**src/rtl/axil_rr_arb_pkg.sv**
```systemverilog
// Shared types and helpers for the two-master AXI-Lite round-robin arbiter.
// Latency: n/a (types, constants and a pure combinational function).
// Backpressure: n/a.
package axil_rr_arb_pkg;

   typedef enum logic [1:0] {
      WR_IDLE = 2'd0,
      WR_ADDR = 2'd1,
      WR_RESP = 2'd2
   } wr_state_t;

   typedef enum logic [1:0] {
      RD_IDLE = 2'd0,
      RD_ADDR = 2'd1,
      RD_DATA = 2'd2
   } rd_state_t;

   localparam logic [1:0] AXIL_RESP_OKAY   = 2'b00;
   localparam logic [1:0] AXIL_RESP_SLVERR = 2'b10;

   // One-hot grant for two requesters. On contention the master that did
   // not complete last wins; a lone requester always wins.
   function automatic logic [1:0] rr_pick(input logic [1:0] req, input logic last);
      logic [1:0] gnt;
      gnt = 2'b00;
      case (req)
         2'b01:   gnt = 2'b01;
         2'b10:   gnt = 2'b10;
         2'b11:   gnt = last ? 2'b01 : 2'b10;
         default: gnt = 2'b00;
      endcase
      return gnt;
   endfunction

endpackage

```
**src/rtl/axil_rr_arb_sel.sv**
```systemverilog
// 2-way round-robin selector holding the last-served pointer for one path.
// Latency: pick is combinational from req; pointer updates on the edge after upd.
// Backpressure: none; caller decides when to sample pick and when to strobe upd.
//
// Ports:
//   clk, reset  : clock, synchronous active-high reset (pointer resets to 1)
//   req[1:0]    : per-master request
//   upd         : completion strobe, loads upd_idx into the pointer
//   upd_idx     : index of the master that just completed
//   pick[1:0]   : one-hot grant suggestion for the current req
module axil_rr_arb_sel
   import axil_rr_arb_pkg::*;
(
   input  logic       clk,
   input  logic       reset,
   input  logic [1:0] req,
   input  logic       upd,
   input  logic       upd_idx,
   output logic [1:0] pick
);

   logic last;

   // Reset to 1 so master 0 wins the first contention.
   always_ff @(posedge clk) begin
      if (reset) begin
         last <= 1'b1;
      end else if (upd) begin
         last <= upd_idx;
      end
   end

   assign pick = rr_pick(req, last);

endmodule

```
**src/rtl/axil_rr_arb.sv**
```systemverilog
// Two-master to one-slave AXI-Lite arbiter, independent round-robin read and write paths.
// Latency: grant registered the cycle after a request; readys/responses are combinational pass-throughs.
// Backpressure: one outstanding transaction per path; the non-granted master sees readys/valids low.
//
// Ports:
//   clk, reset            : clock, synchronous active-high reset
//   m_aw*/m_w*/m_b*[2]    : per-master write address, write data, write response
//   m_ar*/m_r*[2]         : per-master read address, read data
//   s_aw*/s_w*/s_b*       : slave write channels
//   s_ar*/s_r*            : slave read channels
//   wr_gnt, rd_gnt        : one-hot grants, 0 while the path is idle
module axil_rr_arb
   import axil_rr_arb_pkg::*;
#(
   parameter int ADDR_WIDTH = 32,
   parameter int DATA_WIDTH = 32
) (
   input  logic                              clk,
   input  logic                              reset,
   // master side
   input  logic [1:0][ADDR_WIDTH-1:0]        m_awaddr,
   input  logic [1:0][2:0]                   m_awprot,
   input  logic [1:0]                        m_awvalid,
   output logic [1:0]                        m_awready,
   input  logic [1:0][DATA_WIDTH-1:0]        m_wdata,
   input  logic [1:0][DATA_WIDTH/8-1:0]      m_wstrb,
   input  logic [1:0]                        m_wvalid,
   output logic [1:0]                        m_wready,
   output logic [1:0][1:0]                   m_bresp,
   output logic [1:0]                        m_bvalid,
   input  logic [1:0]                        m_bready,
   input  logic [1:0][ADDR_WIDTH-1:0]        m_araddr,
   input  logic [1:0][2:0]                   m_arprot,
   input  logic [1:0]                        m_arvalid,
   output logic [1:0]                        m_arready,
   output logic [1:0][DATA_WIDTH-1:0]        m_rdata,
   output logic [1:0][1:0]                   m_rresp,
   output logic [1:0]                        m_rvalid,
   input  logic [1:0]                        m_rready,
   // slave side
   output logic [ADDR_WIDTH-1:0]             s_awaddr,
   output logic [2:0]                        s_awprot,
   output logic                              s_awvalid,
   input  logic                              s_awready,
   output logic [DATA_WIDTH-1:0]             s_wdata,
   output logic [DATA_WIDTH/8-1:0]           s_wstrb,
   output logic                              s_wvalid,
   input  logic                              s_wready,
   input  logic [1:0]                        s_bresp,
   input  logic                              s_bvalid,
   output logic                              s_bready,
   output logic [ADDR_WIDTH-1:0]             s_araddr,
   output logic [2:0]                        s_arprot,
   output logic                              s_arvalid,
   input  logic                              s_arready,
   input  logic [DATA_WIDTH-1:0]             s_rdata,
   input  logic [1:0]                        s_rresp,
   input  logic                              s_rvalid,
   output logic                              s_rready,
   // grants
   output logic [1:0]                        wr_gnt,
   output logic [1:0]                        rd_gnt
);

   // ---------------------------------------------------------------- write path
   wr_state_t  wr_state;
   logic       aw_done;
   logic       w_done;
   logic       wr_idx;
   logic       wr_act;
   logic [1:0] wr_req;
   logic [1:0] wr_pick;
   logic       aw_hs;
   logic       w_hs;
   logic       b_hs;

   assign wr_idx = wr_gnt[1];
   assign wr_act = |wr_gnt;
   assign wr_req = m_awvalid | m_wvalid;
   assign aw_hs  = s_awvalid & s_awready;
   assign w_hs   = s_wvalid & s_wready;
   // s_bready is only raised in WR_RESP, so this is exactly the completion event.
   assign b_hs   = s_bvalid & s_bready;

   axil_rr_arb_sel u_wr_sel (
      .clk     (clk),
      .reset   (reset),
      .req     (wr_req),
      .upd     (b_hs),
      .upd_idx (wr_idx),
      .pick    (wr_pick)
   );

   always_ff @(posedge clk) begin
      if (reset) begin
         wr_state <= WR_IDLE;
         wr_gnt   <= 2'b00;
         aw_done  <= 1'b0;
         w_done   <= 1'b0;
      end else begin
         case (wr_state)
            WR_IDLE: begin
               if (|wr_req) begin
                  wr_gnt   <= wr_pick;
                  wr_state <= WR_ADDR;
               end
            end
            WR_ADDR: begin
               if (aw_hs) aw_done <= 1'b1;
               if (w_hs)  w_done  <= 1'b1;
               // AW and W may finish in either order or together.
               if ((aw_done | aw_hs) && (w_done | w_hs)) begin
                  wr_state <= WR_RESP;
               end
            end
            WR_RESP: begin
               if (b_hs) begin
                  aw_done  <= 1'b0;
                  w_done   <= 1'b0;
                  wr_gnt   <= 2'b00;
                  wr_state <= WR_IDLE;
               end
            end
            default: begin
               wr_state <= WR_IDLE;
               wr_gnt   <= 2'b00;
               aw_done  <= 1'b0;
               w_done   <= 1'b0;
            end
         endcase
      end
   end

   always_comb begin
      s_awaddr  = '0;
      s_awprot  = '0;
      s_awvalid = 1'b0;
      s_wdata   = '0;
      s_wstrb   = '0;
      s_wvalid  = 1'b0;
      s_bready  = 1'b0;
      m_awready = 2'b00;
      m_wready  = 2'b00;
      m_bvalid  = 2'b00;
      for (int i = 0; i < 2; i++) m_bresp[i] = AXIL_RESP_OKAY;
      if (wr_act) begin
         s_awaddr  = m_awaddr[wr_idx];
         s_awprot  = m_awprot[wr_idx];
         s_wdata   = m_wdata[wr_idx];
         s_wstrb   = m_wstrb[wr_idx];
         // done flags mask the channel once its beat has been accepted
         s_awvalid = m_awvalid[wr_idx] & ~aw_done;
         s_wvalid  = m_wvalid[wr_idx] & ~w_done;
         s_bready  = (wr_state == WR_RESP) & m_bready[wr_idx];
         m_awready[wr_idx] = s_awready & ~aw_done;
         m_wready[wr_idx]  = s_wready & ~w_done;
         m_bvalid[wr_idx]  = (wr_state == WR_RESP) & s_bvalid;
         m_bresp[wr_idx]   = s_bresp;
      end
   end

   // ----------------------------------------------------------------- read path
   rd_state_t  rd_state;
   logic       ar_done;
   logic       rd_idx;
   logic       rd_act;
   logic [1:0] rd_pick;
   logic       ar_hs;
   logic       r_hs;

   assign rd_idx = rd_gnt[1];
   assign rd_act = |rd_gnt;
   assign ar_hs  = s_arvalid & s_arready;
   assign r_hs   = s_rvalid & s_rready;

   axil_rr_arb_sel u_rd_sel (
      .clk     (clk),
      .reset   (reset),
      .req     (m_arvalid),
      .upd     (r_hs),
      .upd_idx (rd_idx),
      .pick    (rd_pick)
   );

   always_ff @(posedge clk) begin
      if (reset) begin
         rd_state <= RD_IDLE;
         rd_gnt   <= 2'b00;
         ar_done  <= 1'b0;
      end else begin
         case (rd_state)
            RD_IDLE: begin
               if (|m_arvalid) begin
                  rd_gnt   <= rd_pick;
                  rd_state <= RD_ADDR;
               end
            end
            RD_ADDR: begin
               if (ar_hs) begin
                  ar_done  <= 1'b1;
                  rd_state <= RD_DATA;
               end
            end
            RD_DATA: begin
               if (r_hs) begin
                  ar_done  <= 1'b0;
                  rd_gnt   <= 2'b00;
                  rd_state <= RD_IDLE;
               end
            end
            default: begin
               rd_state <= RD_IDLE;
               rd_gnt   <= 2'b00;
               ar_done  <= 1'b0;
            end
         endcase
      end
   end

   always_comb begin
      s_araddr  = '0;
      s_arprot  = '0;
      s_arvalid = 1'b0;
      s_rready  = 1'b0;
      m_arready = 2'b00;
      m_rvalid  = 2'b00;
      m_rdata   = '0;
      for (int i = 0; i < 2; i++) m_rresp[i] = AXIL_RESP_OKAY;
      if (rd_act) begin
         s_araddr  = m_araddr[rd_idx];
         s_arprot  = m_arprot[rd_idx];
         s_arvalid = m_arvalid[rd_idx] & ~ar_done;
         s_rready  = (rd_state == RD_DATA) & m_rready[rd_idx];
         m_arready[rd_idx] = s_arready & ~ar_done;
         m_rvalid[rd_idx]  = (rd_state == RD_DATA) & s_rvalid;
         m_rdata[rd_idx]   = s_rdata;
         m_rresp[rd_idx]   = s_rresp;
      end
   end

endmodule

```
**config.mk**
```make
export PLATFORM = sky130hd
export DESIGN_NAME = axil_rr_arb
export DESIGN_NICKNAME = d
export VERILOG_FILES = /design/src/rtl/axil_rr_arb_pkg.sv /design/src/rtl/axil_rr_arb_sel.sv /design/src/rtl/axil_rr_arb.sv
export SDC_FILE = /design/constraint.sdc
export NUM_CORES = 1
export LEC_CHECK = 0
export BUFFER_PORTS_ARGS = -buffer_cell sky130_fd_sc_hd__buf_2
export CORE_AREA = 3 3 177 179
export CTS_CLUSTER_DIAMETER = 200
export DETAILED_ROUTE_END_ITERATION = 7
export DIE_AREA = 0 0 180 182
export SETUP_SLACK_MARGIN = 0.15
export SYNTH_ARGS = -nofsm -noshare
export SYNTH_HDL_FRONTEND = slang
export SYNTH_SLANG_ARGS = --single-unit
```
**constraint.sdc**
```tcl
create_clock -name clk -period 1.74 [get_ports clk]
set_input_delay 0.348 -clock clk [delete_from_list [all_inputs] [get_ports clk]]
set_output_delay 0.348 -clock clk [all_outputs]
set_load 0.01 [all_outputs]
```
# --- Word-level counts from Yosys, hierarchy flattened ---
# Cells that the tools add are included.
classes:
  order_cmp: 4
  n_eq_ne: 18
  n_bitwise: 33
  mux: 75
  n_reduce_logical: 16
op_table:
  columns: ["cell", "count"]
  rows:
  - ["32-bit 2-to-1 mux", 10]
  - ["64-bit AND", 1]
  - ["64-bit 2-to-1 mux", 1]
  - ["2-bit one-hot mux with 3 select lines", 6]
  - ["2-bit 2-to-1 mux", 17]
  - ["32-bit demux with 1-bit select", 1]
  - ["1-bit 2-to-1 mux", 22]
  - ["3-bit AND reduction", 7]
  - ["4-bit 2-to-1 mux", 5]
  - ["3-bit 2-to-1 mux", 6]
  - ["2-bit != test (second input constant)", 8]
  - ["1-bit AND", 15]
  - ["2-bit == test (second input constant)", 6]
  - ["2-bit AND", 5]
  - ["1-bit one-hot mux with 3 select lines", 3]
  - ["4-bit AND", 2]
  - ["2-bit by 1-bit == test with 1-bit output (second input constant)", 4]
  - ["2-bit OR reduction", 4]
  - ["1-bit inverter", 7]
  - ["2-bit demux with 1-bit select", 2]
  - ["2-bit logical NOT", 2]
  - ["1-bit by 2-bit < comparator with 1-bit output (second input constant)", 2]
  - ["1-bit logical AND", 3]
  - ["1-bit demux with 1-bit select", 2]
  - ["other kinds (3)", 5]
totals:
  reg_bits: 13
  in_bits: 265
  elab_cells: 155
  out_inout_bits: 197

# --- Longest topological paths before layout ---
# Gate-level depths: netlist of the first run.
depth:
  ltp_word: 9
  mapped_depth: 5
  depth_no_buf: 4

# --- By module ---
# A second synthesis of the first run with hierarchy kept.
hier_totals:
  cells_unflattened: 322
  area_unflattened_um2: 2384.8
modules_own_cells:
  columns: ["mod", "seq_area_each_um2", "area_per_inst_um2", "instances", "cells_per_inst"]
  rows:
  - ["axil_rr_arb", 220.2, 2267.2, 1, 308]
  - ["axil_rr_arb_sel", 20.0, 58.8, 2, 7]

# --- Least setup slack after synthesis of the first run ---
# Ideal clock, no wire load.
synth_path:
  path_type: "register to output"
  from: "register rd_gnt[0]"
  to: "output s_araddr[10]"
  stages_incl_launch_ff: 6
  n_path_buf: 2
  t_required_ps: 1392
  t_arrival_ps: 1211
  slack_ps: 181
  cell_sequence: "dfxtp_1 buf_2 inv_1 nor2_2 buf_4 a22o_1"
synth_between:
  elab_chain_cells: 2
synth_lines:
  columns: ["item", "line_no", "text"]
  rows:
  - ["start: declaration", "axil_rr_arb.sv:62", "output logic [1:0] rd_gnt"]
  - ["start signal: assignment", "axil_rr_arb.sv:194", "rd_gnt <= rd_pick;"]
  - ["2-bit OR reduction", "axil_rr_arb.sv:172", "assign rd_act = |rd_gnt;"]
  - ["32-bit 2-to-1 mux", "axil_rr_arb.sv:229", "if (rd_act) begin"]
  - ["end: declaration", "axil_rr_arb.sv:52", "output logic [ADDR_WIDTH-1:0] s_araddr,"]
# No other way between the ends.

==> qor.yml, run 1 <==
setup_violations: 56
reg2regPathDepth: 6
yosysSeqAreaShare_pct: 10.9
p_sw_mw: 1.17
required_ps: 1390
setup_ws_ps: -29.6
rsz0062_at_grt: "yes"
report.final.slew_viol_count: 0
synth_cell_types: 41
cp-end-kind: "primary output"
ys.warnings.count: 0
postSynthCellCount: 320
rows: 63
gp_congestion: 0.932
post-route-period-util_pct: 102
die_h_um: 182
power.leakage_nw: 3.92
layout_common_cells: "buf_2, buf_6, a22o_1, and2_4, and3_4"
gr-total-overflow: 0
start_kind: "register"
finalCriticalPeriod_ps: 1770
area_growth_pct: 221
placed_cell_area_mm2: 0.00517
cts_tree: "yes"
synth_enable_flop_cells: 0
startpoint: "rd_gnt[1]$_SDFFE_PP0P_"
drc: 0
via_per_inst: 4.08
ys_seq_elements: 13
async_flop_share_pct: 0
die_w_um: 180
nets: 1081
cts_made_buffers: 3
vias: 4932
pre_cts_ws_ps: 87.1
initial_utilization_pct: 8.00
clk_pin_slew_ps: 50
synthesis.area_mm2: 0.00238
layout_commonest_cell: "buf_2"
regToRegStartpoint: "wr_gnt[1]$_SDFFE_PP0P_"
cts_sinks: 13
wl_per_cell_um: 22.6
holdBufCountCts: 0
routed_wl_um: 27300
synth_compound_area_share_pct: 49.2
avgSynthCellArea_um2: 7.43
tightest_slew_ps: 310
clk_latency_ps: 240
worstSetupPathType: "register to primary output"
internal_power_mw: 1.91
rr_endpoint: "wr_state[0]$_SDFFE_PP0P_"
skew_ps: 0.439
core_region_area_mm2: 0.0297
htree_levels: 1
synth_ff_type: "dfxtp_1"
critPathMostFrequentCell: "buf_12"
synth_mux_area_share_pct: 0
cp_cell_sequence: "buf_12, clkinv_16, buf_12, buf_16, and3_4, buf_6"
final_hold_viol_count: 0
port_buffers: 461
endpoint: "m_rdata[17]"
maxCapViolCount: 0
grt_pass1_wl_um: 34900
sequentialPowerShare_pct: 10.8
ioPinCount: 462
synth_top_family_by_area: "compound AO/OA/AOI/OAI gates"
grt_max_degree: 44
worstPathArrival_ps: 1420
grt.total_usage_pct: 14.3
drive_gt1_share_pct: 80.1
syn_nets: 585
postRouteAntennaNets: 0
grt_pass1_vias: 5094
first_pass_iters: 4
r2r_slack_ps: 170
die_area_mm2: 0.0328
dp_hpwl_um: 20400
p_per_area_mw_per_mm2: 403
drt_iter0_drc: 203
synth-simple-area-share_pct: 30.6
slowest_delay_ps: 380
failed_checks: "negative setup slack"
p_comb_share_pct: 74.8
sw_frac_of_total_pct: 37.9
cp_max_fo: 6
clkPwrFrac_pct: 14.4
vdd_ir_drop_max_mv: 0.228
clockBufferDepth: 2
synthXorXnorAreaFrac_pct: 0
grt_antenna_before_repair: 5
finalInstanceArea_mm2: 0.00763
status: "complete, but fails checks"
slew-limit-headroom_pct: 79.4
hold_path_class: "primary input to register"
synthAdderAreaFrac_pct: 0
slowest_stage: "dfxtp_4"
cts-root-buf: "clkbuf_16"
max_freq_ghz: 0.565
-- Yosys cell counts (2+ instances only) --
cell	n	area share, %
and3_1	37	9.7
nor3b_1	3	0.95
buf_2	12	2.5
inv_1	7	1.1
a31oi_1	2	0.53
nor2b_1	5	1.3
a21oi_1	4	0.84
and3b_1	4	1.5
o22ai_1	2	0.53
o21ai_2	2	0.74
nor2_1	13	2.1
nand3_1	3	0.63
a22oi_1	2	0.63
nor3_1	5	1.1
buf_4	6	1.9
and2_1	41	11
nand2b_1	2	0.53
a22o_1	106	39
o21ai_0	4	0.84
dfxtp_1	13	11
nand2_1	7	1.1
clkbuf_1	19	3.0
o31ai_1	3	0.95
-- final cells by class --
cell class	count	area, um2
fillers	3189	22100
repair buffers	530	4310
multi-input cells	260	2410
well taps	390	488
flip-flops and latches	13	270
clock buffers	4	78.8
inverters	8	56.3
diodes	3	7.51
-- worst max-delay path, delay by kind of cell, from the launching register on --
family / cells / cell delay [ps]
buf+inv: 5 / 620
simple gates: 1 / 170
flops: 1 / 380
-- metal layers --
layer,vias up,wire (um),GRT usage (%)
li1,2254,-,-
met1,2327,10600,16.7
met2,325,14100,26.4
met3,22,2040,3.35
met4,4,439,3.47
met5,-,32,0
-- power groups by stage --
stage	logic, mW	clock network, mW	registers (mW)
2_1_floorplan	0.646	0	0.332
3_3_place_gp	1.48	0	0.338
3_5_place_dp	1.47	0	0.338
4_1_cts	2.01	0.454	0.329
5_1_grt	2.43	0.468	0.332
6_report	2.30	0.443	0.331
-- stage by stage --
step                setup TNS [ps]  instances  utilization (%)  total power, mW  hold WS [ps]
CTS                           -817       1187             22.2             2.79           366
finish                        -778       1208             25.7             3.07           365
global placement                 0       1147             17.4             1.81           505
global route                 -4960       1208             25.7             3.23           387
detailed placement               0       1147             17.4             1.81           514
floorplan                        0        320                -            0.978           454
-- worst min path at each step --
stage | from | slack [ps] | endpoint | cells after the start
3_5_place_dp | ar_done$_SDFFE_PP0P_ | 510 | ar_done$_SDFFE_PP0P_ | 2
3_3_place_gp | ar_done$_SDFFE_PP0P_ | 500 | ar_done$_SDFFE_PP0P_ | 2
5_1_grt | s_arready | 390 | rd_state[0]$_SDFFE_PP0P_ | 2
4_1_cts | s_arready | 370 | rd_state[0]$_SDFFE_PP0P_ | 2
6_report | s_arready | 370 | rd_state[0]$_SDFFE_PP0P_ | 2
2_1_floorplan | s_arready | 450 | rd_state[0]$_SDFFE_PP0P_ | 1
-- logic make-up (layout without fill, tap and decap cells) --
kind of cell,Yosys count,in the layout
other cells,0,3
buf+inv,47,542
compound gates,137,137
flops,13,13
simple gates,123,123
-- timing repair --
item / 4_1_cts / 5_1_grt
gates cloned: 16 / 9
hold endpoints to repair: 0 / 0
setup buffers: 20 / 9
pin swaps: 10 / 13
resized for setup: 166 / 146
setup endpoints to repair: 158 / 193
-- state kept, by name, indices dropped and copies added, names as in the netlist --
signal,flops
u_wr_sel.last,1
rd_gnt,2
aw_done,1
ar_done,1
wr_state,2
u_rd_sel.last,1
w_done,1
wr_gnt,2
rd_state,2
Note: power is estimated with default switching activity, not from simulation.
==> run 2: changes to the inputs <==
--- a/config.mk
+++ b/config.mk
@@ -7,6 +7,7 @@
 export LEC_CHECK = 0
 export BUFFER_PORTS_ARGS = -buffer_cell sky130_fd_sc_hd__buf_2
 export CORE_AREA = 3 3 177 179
+export CTS_BUF_LIST = sky130_fd_sc_hd__clkbuf_2
 export CTS_CLUSTER_DIAMETER = 200
 export DETAILED_ROUTE_END_ITERATION = 7
 export DIE_AREA = 0 0 180 182
==> qor.yml, run 2 (synthesis results as in run 1) <==
sw_frac_of_total_pct: 42.1  # +4.2 points
slowest_delay_ps: 420  # +40 ps
slew-limit-headroom_pct: 82.1  # +2.7 points
setup_ws_ps: -89.0  # -59.3 ps
port_buffers: 461  # unchanged
ioPinCount: 462  # unchanged
startpoint: "rd_gnt[1]$_SDFFE_PP0P_"
regToRegStartpoint: "rd_gnt[1]$_SDFFE_PP0P_"
core_region_area_mm2: 0.0297  # unchanged
rsz0062_at_grt: "yes"
die_area_mm2: 0.0328  # unchanged
p_sw_mw: 1.10  # -5.3%
grt_antenna_before_repair: 5  # unchanged
min_from: "s_arready"
slowest_stage: "dfxtp_4"
finalCriticalPeriod_ps: 1830  # +59.3 ps
drc: 0  # unchanged
cp-end-kind: "primary output"
required_ps: 1390  # about the same
grt_pass1_wl_um: 34100  # -2.3%
worstPathArrival_ps: 1480  # +60 ps
via_per_inst: 4.08  # about the same
power.leakage_nw: 3.84  # -2.0%
postRouteAntennaNets: 0  # unchanged
drt_iter0_drc: 184  # -9.4%
layout_common_cells: "buf_2, a22o_1, buf_6, and2_4, and3_1"
crit_family: "buffers and inverters"
clk_pin_slew_ps: 150  # +100 ps
finalInstanceArea_mm2: 0.00702  # -7.9%
rows: 63  # unchanged
internal_power_mw: 1.52  # -20%
cts_tree: "yes"
vdd_ir_drop_max_mv: 0.120  # -48%
die_w_um: 180  # unchanged
gr-total-overflow: 0  # unchanged
initial_utilization_pct: 8.00  # unchanged
status: "complete, but fails checks"
report.final.slew_viol_count: 0  # unchanged
max_freq_ghz: 0.547  # -3.2%
clkPwrFrac_pct: 6.6  # -7.8 points
clockBufferDepth: 2  # unchanged
skew_ps: 0.996  # +0.557 ps
wl_per_cell_um: 22.4  # -0.84%
nets: 1077  # -0.37%
start_kind: "register"
vias: 4912  # -0.41%
maxCapViolCount: 0  # unchanged
htree_levels: 1  # unchanged
sequentialPowerShare_pct: 12.7  # +1.9 points
gp_congestion: 0.932  # unchanged
drive_gt1_share_pct: 76.1  # -4.0 points
clk_latency_ps: 280  # +40 ps
holdBufCountCts: 0  # unchanged
pre_cts_ws_ps: 87.1  # unchanged
cp_max_fo: 9  # +3
worstSetupPathType: "register to primary output"
grt_max_degree: 37  # -16%
cp_cell_sequence: "buf_12, buf_12, buf_16, a22o_1, buf_6"
path_buf_inv: 4  # -1
area_growth_pct: 195
placed_cell_area_mm2: 0.00517  # unchanged
grt.total_usage_pct: 14.1  # -0.27 points
hold_path_class: "primary input to register"
post-route-period-util_pct: 105  # +3.4 points
cts_sinks: 13  # unchanged
critPathMostFrequentCell: "buf_12"
routed_wl_um: 26900  # -1.2%
first_pass_iters: 4  # unchanged
layout_commonest_cell: "buf_2"
fillCellCount: 3243  # +1.7%
die_h_um: 182  # unchanged
final_hold_viol_count: 0  # unchanged
grt_pass1_vias: 4978  # -2.3%
cts_made_buffers: 3  # unchanged
cts-root-buf: "clkbuf_2"
p_comb_share_pct: 80.7  # +5.9 points
p_per_area_mw_per_mm2: 374  # -7.3%
dp_hpwl_um: 20400  # unchanged
setup_violations: 101  # +80%
failed_checks: "negative setup slack"
tightest_slew_ps: 266  # -43.8 ps
-- run 2: final timing paths --
check / end / cells past startpoint / slack (ps)
max: s_araddr[24] / 5 / -90
min: rd_state[0]$_SDFFE_PP0P_ / 2 / 300
max reg2reg: rd_gnt[0]$_SDFFE_PP0P_ / 6 / 210
min reg2reg: u_wr_sel.last$_SDFFE_PP1P_ / 2 / 540
-- run 2: metrics by stage --
stage | utilization, % | TNS [ps] | total power [mW] | hold slack (ps) | std cells
after detailed placement | 17.4 | 0 | 1.81 | 514 | 1147
after global routing | 23.6 | -17810 | 2.78 | 284 | 1204
after global placement | 17.4 | 0 | 1.81 | 505 | 1147
final | 23.6 | -3890 | 2.62 | 305 | 1204
after floorplan | - | 0 | 0.978 | 454 | 320
after CTS | 20.2 | -6390 | 2.33 | 279 | 1173
-- run 2: timing repair --
item / 4_1_cts / 5_1_grt
buffers inserted: 13 / 10
pin swaps: 9 / 14
gates cloned: 9 / 18
resized for setup: 111 / 121
setup endpoints to repair: 194 / 195
-- run 2: power groups by stage --
stage | clock network (mW) | logic [mW] | registers (mW)
2_1_floorplan | 0 | 0.646 | 0.332
6_report | 0.174 | 2.12 | 0.333
4_1_cts | 0.184 | 1.81 | 0.332
5_1_grt | 0.198 | 2.25 | 0.336
3_3_place_gp | 0 | 1.48 | 0.338
3_5_place_dp | 0 | 1.47 | 0.338
-- run 2: final cells by class --
class,instances,area (um2),share of cell area [%]
inverters,8,43.8,0.624
multi-input cells,260,2260,32.1
clock buffers,4,20.0,0.285
repair buffers,526,3930,56.0
flip-flops and latches,13,275,3.92
diodes,3,7.51,0.107
well taps,390,488,6.95
-- run 2: per-layer routing --
metal  routed length [um]  up-vias  GRT usage, %
li1                     -     2242             -
met1                10500     2320          16.4
met2                13600      318          25.5
met3                 2090       28          3.63
met4                  685        4          3.62
met5                   32        -             0
-- run 2: worst reg2reg max path, cell delays in order, from the launching register on --
cell and delay [ps]:
dfxtp_4 450, buf_6 140, and3b_2 230, buf_4 140
o21ai_2 150, a2bb2oi_1 110, o31ai_1 230
